## src/rtl/adc_pkg.sv

```systemverilog
// Shared sample types for the ADC capture path: raw sample width, the raw
// sample type, and the frame-tagged entry stored in the sample FIFO.
package adc_pkg;

  localparam int SAMPLE_W = 12;

  typedef logic [SAMPLE_W-1:0] sample_t;

  typedef struct packed {
    logic    eof;
    logic    sof;
    sample_t sample;
  } framed_sample_t;

  localparam int FRAMED_W = $bits(framed_sample_t);

endpackage

```

## src/rtl/sample_fifo_ram.sv

```systemverilog
// Simple dual-port storage for the sample framer: one synchronous write
// port and one asynchronous read port, DEPTH entries of framed samples.
// Contents are intentionally not reset.
module sample_fifo_ram
  import adc_pkg::*;
#(
  parameter int  DEPTH = 64,
  localparam int AW    = $clog2(DEPTH)
) (
  input  logic           clk,
  input  logic           wr_en,
  input  logic [AW-1:0]  wr_addr,
  input  framed_sample_t wr_data,
  input  logic [AW-1:0]  rd_addr,
  output framed_sample_t rd_data
);

  framed_sample_t mem [DEPTH];

  // Write port: store one tagged sample per accepted push.
  always_ff @(posedge clk) begin
    if (wr_en) mem[wr_addr] <= wr_data;
  end

  assign rd_data = mem[rd_addr];

endmodule

```

## src/rtl/sample_framer.sv

```systemverilog
// Sample framer: buffers ADC samples in a first-word-fall-through FIFO and
// tags each accepted sample with start/end-of-frame flags at push time.
// Optional feature: define SAMPLE_FRAMER_OVF_COUNT_EN to add the saturating
// dropped-sample counter output ovf_count.
module sample_framer
  import adc_pkg::*;
#(
  parameter int  DEPTH     = 64,
  parameter int  FRAME_LEN = 256,
  localparam int AW        = $clog2(DEPTH),
  localparam int LW        = AW + 1
) (
  input  logic                clk,
  input  logic                rst_n,
  input  logic [SAMPLE_W-1:0] sample_in,
  input  logic                new_sample_in,
  input  logic                clear,
  output logic [SAMPLE_W-1:0] out_data,
  output logic                out_valid,
  input  logic                out_ready,
  output logic                out_sof,
  output logic                out_eof,
  output logic [LW-1:0]       level,
`ifdef SAMPLE_FRAMER_OVF_COUNT_EN
  output logic [15:0]         ovf_count,
`endif
  output logic                overflow
);

  localparam logic [15:0] LAST_IDX = 16'(FRAME_LEN - 1);

  logic [LW-1:0]  wr_ptr, rd_ptr;
  logic [LW-1:0]  wr_ptr_nxt, rd_ptr_nxt, level_nxt;
  logic [15:0]    frame_idx;
  logic           full, push, pop, drop;
  framed_sample_t wr_entry, rd_entry, head_nxt;

  // Full when the pointers address the same slot but differ in wrap bit.
  assign full = (wr_ptr[AW] != rd_ptr[AW]) && (wr_ptr[AW-1:0] == rd_ptr[AW-1:0]);

  // Handshake decode, tagging and next-state pointers; the next head comes
  // from the word being written when the FIFO would otherwise be empty.
  always_comb begin
    pop             = out_valid & out_ready;
    push            = new_sample_in & (~full | pop) & ~clear;
    drop            = new_sample_in & full & ~pop & ~clear;
    wr_entry        = '0;
    wr_entry.sample = sample_in;
    wr_entry.sof    = (frame_idx == 16'd0);
    wr_entry.eof    = (frame_idx == LAST_IDX);
    wr_ptr_nxt      = wr_ptr + LW'(push);
    rd_ptr_nxt      = rd_ptr + LW'(pop);
    level_nxt       = level + LW'(push) - LW'(pop);
    head_nxt        = (push && (rd_ptr_nxt == wr_ptr)) ? wr_entry : rd_entry;
  end

  sample_fifo_ram #(
    .DEPTH (DEPTH)
  ) u_ram (
    .clk     (clk),
    .wr_en   (push),
    .wr_addr (wr_ptr[AW-1:0]),
    .wr_data (wr_entry),
    .rd_addr (rd_ptr_nxt[AW-1:0]),
    .rd_data (rd_entry)
  );

  // Pointer and occupancy state; clear empties the FIFO in one cycle.
  always_ff @(posedge clk or negedge rst_n) begin
    if (!rst_n) begin
      wr_ptr <= '0;
      rd_ptr <= '0;
      level  <= '0;
    end else if (clear) begin
      wr_ptr <= '0;
      rd_ptr <= '0;
      level  <= '0;
    end else begin
      wr_ptr <= wr_ptr_nxt;
      rd_ptr <= rd_ptr_nxt;
      level  <= level_nxt;
    end
  end

  // Frame position counter: advances on accepted samples only.
  always_ff @(posedge clk or negedge rst_n) begin
    if (!rst_n) begin
      frame_idx <= '0;
    end else if (clear) begin
      frame_idx <= '0;
    end else if (push) begin
      frame_idx <= (frame_idx == LAST_IDX) ? 16'd0 : frame_idx + 16'd1;
    end
  end

  // Registered head-of-FIFO view; data and tags hold while empty.
  always_ff @(posedge clk or negedge rst_n) begin
    if (!rst_n) begin
      out_valid <= 1'b0;
      out_data  <= '0;
      out_sof   <= 1'b0;
      out_eof   <= 1'b0;
    end else if (clear) begin
      out_valid <= 1'b0;
    end else begin
      out_valid <= (level_nxt != '0);
      if (level_nxt != '0) begin
        out_data <= head_nxt.sample;
        out_sof  <= head_nxt.sof;
        out_eof  <= head_nxt.eof;
      end
    end
  end

  // Sticky dropped-sample flag.
  always_ff @(posedge clk or negedge rst_n) begin
    if (!rst_n) begin
      overflow <= 1'b0;
    end else if (clear) begin
      overflow <= 1'b0;
    end else if (drop) begin
      overflow <= 1'b1;
    end
  end

`ifdef SAMPLE_FRAMER_OVF_COUNT_EN
  // Saturating count of dropped samples.
  always_ff @(posedge clk or negedge rst_n) begin
    if (!rst_n) begin
      ovf_count <= '0;
    end else if (clear) begin
      ovf_count <= '0;
    end else if (drop && (ovf_count != 16'hFFFF)) begin
      ovf_count <= ovf_count + 16'd1;
    end
  end
`endif

endmodule

```

## config.mk

```make
export PLATFORM = sky130hd
export DESIGN_NAME = sample_framer
export DESIGN_NICKNAME = d
export VERILOG_FILES = /design/src/rtl/adc_pkg.sv /design/src/rtl/sample_fifo_ram.sv /design/src/rtl/sample_framer.sv
export SDC_FILE = /design/constraint.sdc
export NUM_CORES = 1
export LEC_CHECK = 0
export ABC_AREA = 0
export CORE_UTILIZATION = 55
export DETAILED_ROUTE_END_ITERATION = 10
export PLACE_DENSITY = 0.77
export SLEW_MARGIN = 20
export SYNTH_ARGS = -nofsm -noshare
export SYNTH_HDL_FRONTEND = slang
export SYNTH_HIERARCHICAL = 1
export SYNTH_SLANG_ARGS = --single-unit
```

## constraint.sdc

```tcl
create_clock -name clk -period 5.55 [get_ports clk]
set_clock_uncertainty 0.2 [all_clocks]
set_input_delay 0.555 -clock clk [delete_from_list [all_inputs] [get_ports clk]]
set_output_delay 0.555 -clock clk [all_outputs]
set_load 0.05 [all_outputs]
```

# == Word level (Yosys, flattened, before mapping) ==
# Memories as Yosys holds them, arrays and structs flattened.
# Cells that the tools add are included.
# word_totals
ramBits,896
regBits,53
word_cells,48
mem_count,1
# classes
n_addsub,5
n_reduce_logical,7
bitwise,10
n_eq_ne,4
n_mux,12
# memory_table
memory,depth,width,rd,rd_clocked_by_memory_dff,write_ports,line_no,rtl
u_ram.mem,64,14,1,0,1,sample_fifo_ram.sv:18,framed_sample_t mem [DEPTH];
# ops
op,n
two-way mux 16 bit,3
adder 7 x 1 -> 7 bit,3
two-way mux 7 bit,3
adder 16 x 1 -> 16 bit (second input constant),1
equality test 16 x 8 -> 1 bit (second input constant),1
zero test 16 bit,1
two-way mux 14 bit,1
equality test 7 bit,1
nonzero test 7 bit,1
subtractor 7 x 1 -> 7 bit,1
AND 1 bit,6
equality test 6 bit,1
two-way mux 1 bit,5
nonzero test 2 bit,2
inverter 1 bit,3
logical AND 1 bit,2
AND reduction 2 bit,1
!= test 1 bit,1
bitwise OR 1 bit,1

# == Longest topological paths before layout ==
# logic_depth
ltp_word,10
depth_mapped,18

# == Hierarchy ==
# The synthesis kept the hierarchy.
# modules_own_cells
module,cells_each,n_inst,area_each_um2
sample_fifo_ram,1557,1,34598.2
sample_framer,320,1,3179.3

# == Worst setup path before layout ==
# OpenSTA, ideal clock, no wires.
# synth_timing
path_type,reg-to-reg
startpoint,register rd_ptr[4]
endpoint,register out_data[10]
t_required_ps,5225
path_stages_with_launch,19
period_less_slack_ps,4171
setup_slack_ps,1379
setup_ps,125
arrival_ps,3846
n_path_buf,2
path_cell_list,dfrtp_1 > buf_2 > xor2_1 > nor4_1 > nand3_2 > nand3b_2 > ha_1 > inv_1 > ha_1 > inv_1 > fa_1 > nor2b_1 > o21ai_1 > a21boi_0 > mux2i_1 > nand2_1 > nor4_2 > buf_2 > mux2_2
# synth_between
elab_chain_len,10
word_cells_on_any_way,15
# synth_lines
item,line_no,rtl
from (decl),sample_framer.sv:32,"logic [LW-1:0] wr_ptr, rd_ptr;"
from (signal assigned),sample_framer.sv:80,rd_ptr <= rd_ptr_nxt;
equality test 6 bit,sample_framer.sv:39,assign full = (wr_ptr[AW] != rd_ptr[AW]) && (wr_ptr[AW-1:0] == rd_ptr[AW-1:0]);
logical AND 1 bit,sample_framer.sv:39,
inverter 1 bit,sample_framer.sv:45,push = new_sample_in & (~full | pop) & ~clear;
bitwise OR 1 bit,sample_framer.sv:45,
AND 1 bit (2 in series),sample_framer.sv:45,
adder 7 x 1 -> 7 bit,sample_framer.sv:53,level_nxt = level + LW'(push) - LW'(pop);
subtractor 7 x 1 -> 7 bit,sample_framer.sv:53,
nonzero test 7 bit,sample_framer.sv:107,if (level_nxt != '0) begin
AND reduction 2 bit (no source line),n/a,
to (signal assigned),sample_framer.sv:108,out_data <= head_nxt.sample;
to (decl),sample_framer.sv:18,"output logic [SAMPLE_W-1:0] out_data,"
# Parallel ways exist; a longest one is shown, timed or not.
# A chain may end at the register's enable or synchronous reset.

# == Final worst setup path ==
# layout_timing
startpoint,register wr_ptr[3]
endpoint,register out_data[10]
# layout_between
elab_chain_len,10
word_cells_on_any_way,13
# layout_lines
item,line_no,rtl
from (decl),sample_framer.sv:32,
from (signal assigned),sample_framer.sv:79,wr_ptr <= wr_ptr_nxt;
equality test 6 bit,sample_framer.sv:39,
logical AND 1 bit,sample_framer.sv:39,
inverter 1 bit,sample_framer.sv:45,
bitwise OR 1 bit,sample_framer.sv:45,
AND 1 bit (2 in series),sample_framer.sv:45,
adder 7 x 1 -> 7 bit,sample_framer.sv:53,
subtractor 7 x 1 -> 7 bit,sample_framer.sv:53,
nonzero test 7 bit,sample_framer.sv:107,
AND reduction 2 bit (no source line),n/a,
# Parallel ways exist; a longest one is shown, timed or not.

==> key figures <==
Power and ir drop
  – Sw power: between 4000 and 5000 uW
  – Sequential Power Share: 0.453
  – P_leak: 0.0137 uW
  – Gate power share: 0.204
  – Sw frac: 0.263
  – Overall power: 17700 uW
  – PwrDens: 415 mW/mm^2
  – Int Power: 13100 uW
  – Clock network power share: 0.342
  – Maximum vdd drop: 0.263 mV

Worst setup path
  – Crit-path max cell delay: 0.89 ns
  – Crit Path Max Fanout: 15
  – Worst path required time: approximately 5.9 ns
  – RR Endpoint: out_data[10]
  – Critical Path End: out_data[10]
  – R2r setup slk: between 0.7 and 0.8 ns
  – WS Path Type: reg -> reg
  – WP data arrival: about 5.1 ns
  – CP startpoint kind: flip-flop
  – Worst setup EP type: flip-flop
  – Slowest CP cell: dfrtp_1
  – Critical path, cell by cell: xor2_1 > nor4_1 > nand3_2 > nand3b_2 > ha_1 > inv_1 > ha_1 > inv_1 > fa_1 > nor2b_1 > o21ai_1 > nand2_1 > xnor2_1 > a41oi_1 > nor4_4 > buf_4 > mux2_2
  – CP startpoint: wr_ptr[3]
  – R2r startpoint: wr_ptr[3]
  – R2R depth: 17

Floorplan
  – Die Wd: between 200 and 300 um
  – CORE AREA: 0.0675 mm^2
  – Io pins: 40
  – Area of the die: 0.0697 mm^2
  – Rows: between 90 and 100
  – Initial core utilization: 0.560
  – Die height: 264 um

Detailed routing
  – 1st-iter DRT viols: roughly 2.7k
  – Via count: between 15k and 20k
  – DRC: 0
  – Post-route ant nets: 0
  – Routed WL: 89400 um
  – Vias per cell: between 6 and 7
  – WL/cell: around 30 um
  – Initial DRT Pass Iterations: 5

STA
  – Post-route clock period utilization: 0.859
  – Final setup vio count: 0
  – Final Hold Fails: 0
  – Worst slew pin tran: 1.05 ns
  – Max Freq: approximately 210 MHz
  – Setup TNS: 0 ns
  – Slew headroom: 0.302
  – Max-slew violation count: 0
  – RSZ-0062 raised after global routing: false
  – Tmin final: between 4 and 5 ns

Clock tree
  – Longest Clk Path Bufs: 3
  – CTS tree: yes
  – Root Driver: clkbuf_16
  – CTS buffer count: slightly above 90
  – Skew-Pair Late Insertion Delay: 0.64 ns
  – Clk slew on worst S/H paths: around 0.06 ns
  – H-tree depth: 3
  – Post_cts resized: 0
  – Setup repair bufs after CTS: 0
  – Num Clock Sinks: roughly 950
  – # hold bufs at CTS: 1

Place
  – PortBufs: 39
  – Final GP Congestion: 0.888
  – Post-detail-place hpwl: about 53000 um

Logic synthesis
  – Cell accounting for the most synthesized area: edfxtp_1
  – EDFF count, synth: ~900
  – Count leader, synth: edfxtp_1
  – Post-Syn Nets: about 1.9k
  – Synthesized area: between 0.03 and 0.04 mm^2
  – Seq/Total Area, Yosys: 0.747
  – Yosys cell types: 59
  – Ys async rst share: 0.0558
  – Yosys reg bits: between 900 and 1k
  – Top cells by count, synth: edfxtp_1 (896), mux4_2 (224), nor2_1 (117)
  – Area contributors post-synth: edfxtp_1 (71%), mux4_2 (13%), dfrtp_1 (3.5%)
  – Post-Syn Instances: 1877
  – Synth Warn #: 6
  – Synthesized area per cell: roughly 20 um^2
  – Synth Flop Type: edfxtp_1
  – Synth top area share: 0.712

Cells and area
  – Layout cells sized above 1: 0.263
  – FILL cells: 4372
  – Area grow syn2layout: 13.1%
  – Net count, final: around 2.1k

Global route
  – Initial antenna violation count: 0
  – Pin count of the biggest net entering global routing: 66
  – Global-route usage over all layers: 0.261
  – Grt ovf: 0
  – Global-route wire length before repair: approximately 130000 um
  – Vias in the first global route: 19.7k

Outcome
  – Outcome: finished, final reports clean

Run
  – Max-cap violations: 0

Worst hold path
  – Worst hold path class: in -> reg
## cell type report
class / count / area [um^2] / area share
sequential: 949 / 28200 / 0.661
timing repair buffer: 177 / 1450 / 0.0340
multi-input combinational: 802 / 8940 / 0.209
clock inverter: 50 / 475 / 0.0111
tap: 873 / 1090 / 0.0256
inverter: 22 / 85.1 / 0.00199
clock buffer: 117 / 2440 / 0.0571
antenna: 1 / 2.50 / 0.0000586
## per-stage QoR
step	std cells	setup slack, ns	hold WS [ns]	utilization	cell area [um^2]
global placement	2822	0.359	0.281	0.589	39800
CTS	2990	0.718	0.233	0.633	42700
global route	2990	0.560	0.269	0.633	42700
floorplan	1877	1.38	0.0594	-	37800
finish	2991	0.780	0.242	0.633	42700
detailed placement	2822	0.373	0.311	0.589	39800
## layout by cell type, fill, tap and decap left out, drive strengths merged, types with 4 or more instances in the layout
cell type        n
a211oi          22
a21oi           21
a311oi           8
a31oi           10
and2             4
and3             7
buf            150
bufinv           8
clkbuf         117
clkdlybuf4s50   26
clkinv          36
dfrtp           53
edfxtp         896
ha              13
inv             26
mux2            48
mux2i           23
mux4           224
nand2           50
nand2b          28
nand3           16
nand3b           4
nand4            6
nor2           118
nor2b           28
nor3            12
nor4             5
nor4b            5
o21ai           48
o221ai          17
o22ai           14
o31ai           15
xnor2           17
xor2            13
## power groups by stage
stage | clock network, uW | logic (uW) | registers [uW]
detailed placement | 0 | 3610 | 8190
global placement | 0 | 3530 | 8190
CTS | 6140 | 3650 | 8040
global route | 6410 | 3830 | 8050
floorplan | 0 | 2310 | 8400
finish | 6080 | 3630 | 8040
## flip-flops by register name, indices dropped and copies added (netlist names)
signal and cells:
u_ram/mem 896, out_valid 1, wr_ptr 7, out_eof 1, level 7, overflow 1, rd_ptr 7, out_data 12
frame_idx 16, out_sof 1
## worst max-delay path, delay by kind of cell, from the launching register on
family	cells	cell delay [ns]
XOR/XNOR	2	0.31
AO/OA/AOI/OAI	2	0.35
flip-flops	1	0.89
buffers and inverters	3	0.47
adder cells (fa/ha/maj)	3	0.86
multiplexers	1	0.38
AND/OR/NAND/NOR	6	1.16
## per-layer routing
metal  wire length (um)  up-vias  GRT usage
met4               3080        0     0.0902
met5                  0        -          0
met1              34500    10300      0.379
met3              10500      188     0.0625
met2              41300     1262      0.393
li1                   -     8009          -
## cell families after synthesis
kind of cell	synth area share
AND/OR/NAND/NOR	0.0381
buffers and inverters	0.0182
AO/OA/AOI/OAI	0.0304
adder cells (fa/ha/maj)	0.00484
multiplexers	0.154
flip-flops	0.747
XOR/XNOR	0.00715
## worst min-delay path by stage
stage,to,start,cells past startpoint,slack (ns)
after CTS,u_ram/mem[12][6],sample_in[6],1,0.23
after floorplan,frame_idx[0],rst_n,0,0.06
after global routing,u_ram/mem[9][6],sample_in[6],1,0.27
final,u_ram/mem[29][6],sample_in[6],1,0.24
after global placement,overflow,overflow,2,0.28
after detailed placement,frame_idx[11],frame_idx[11],1,0.31
(Power assumes the default switching activity.)
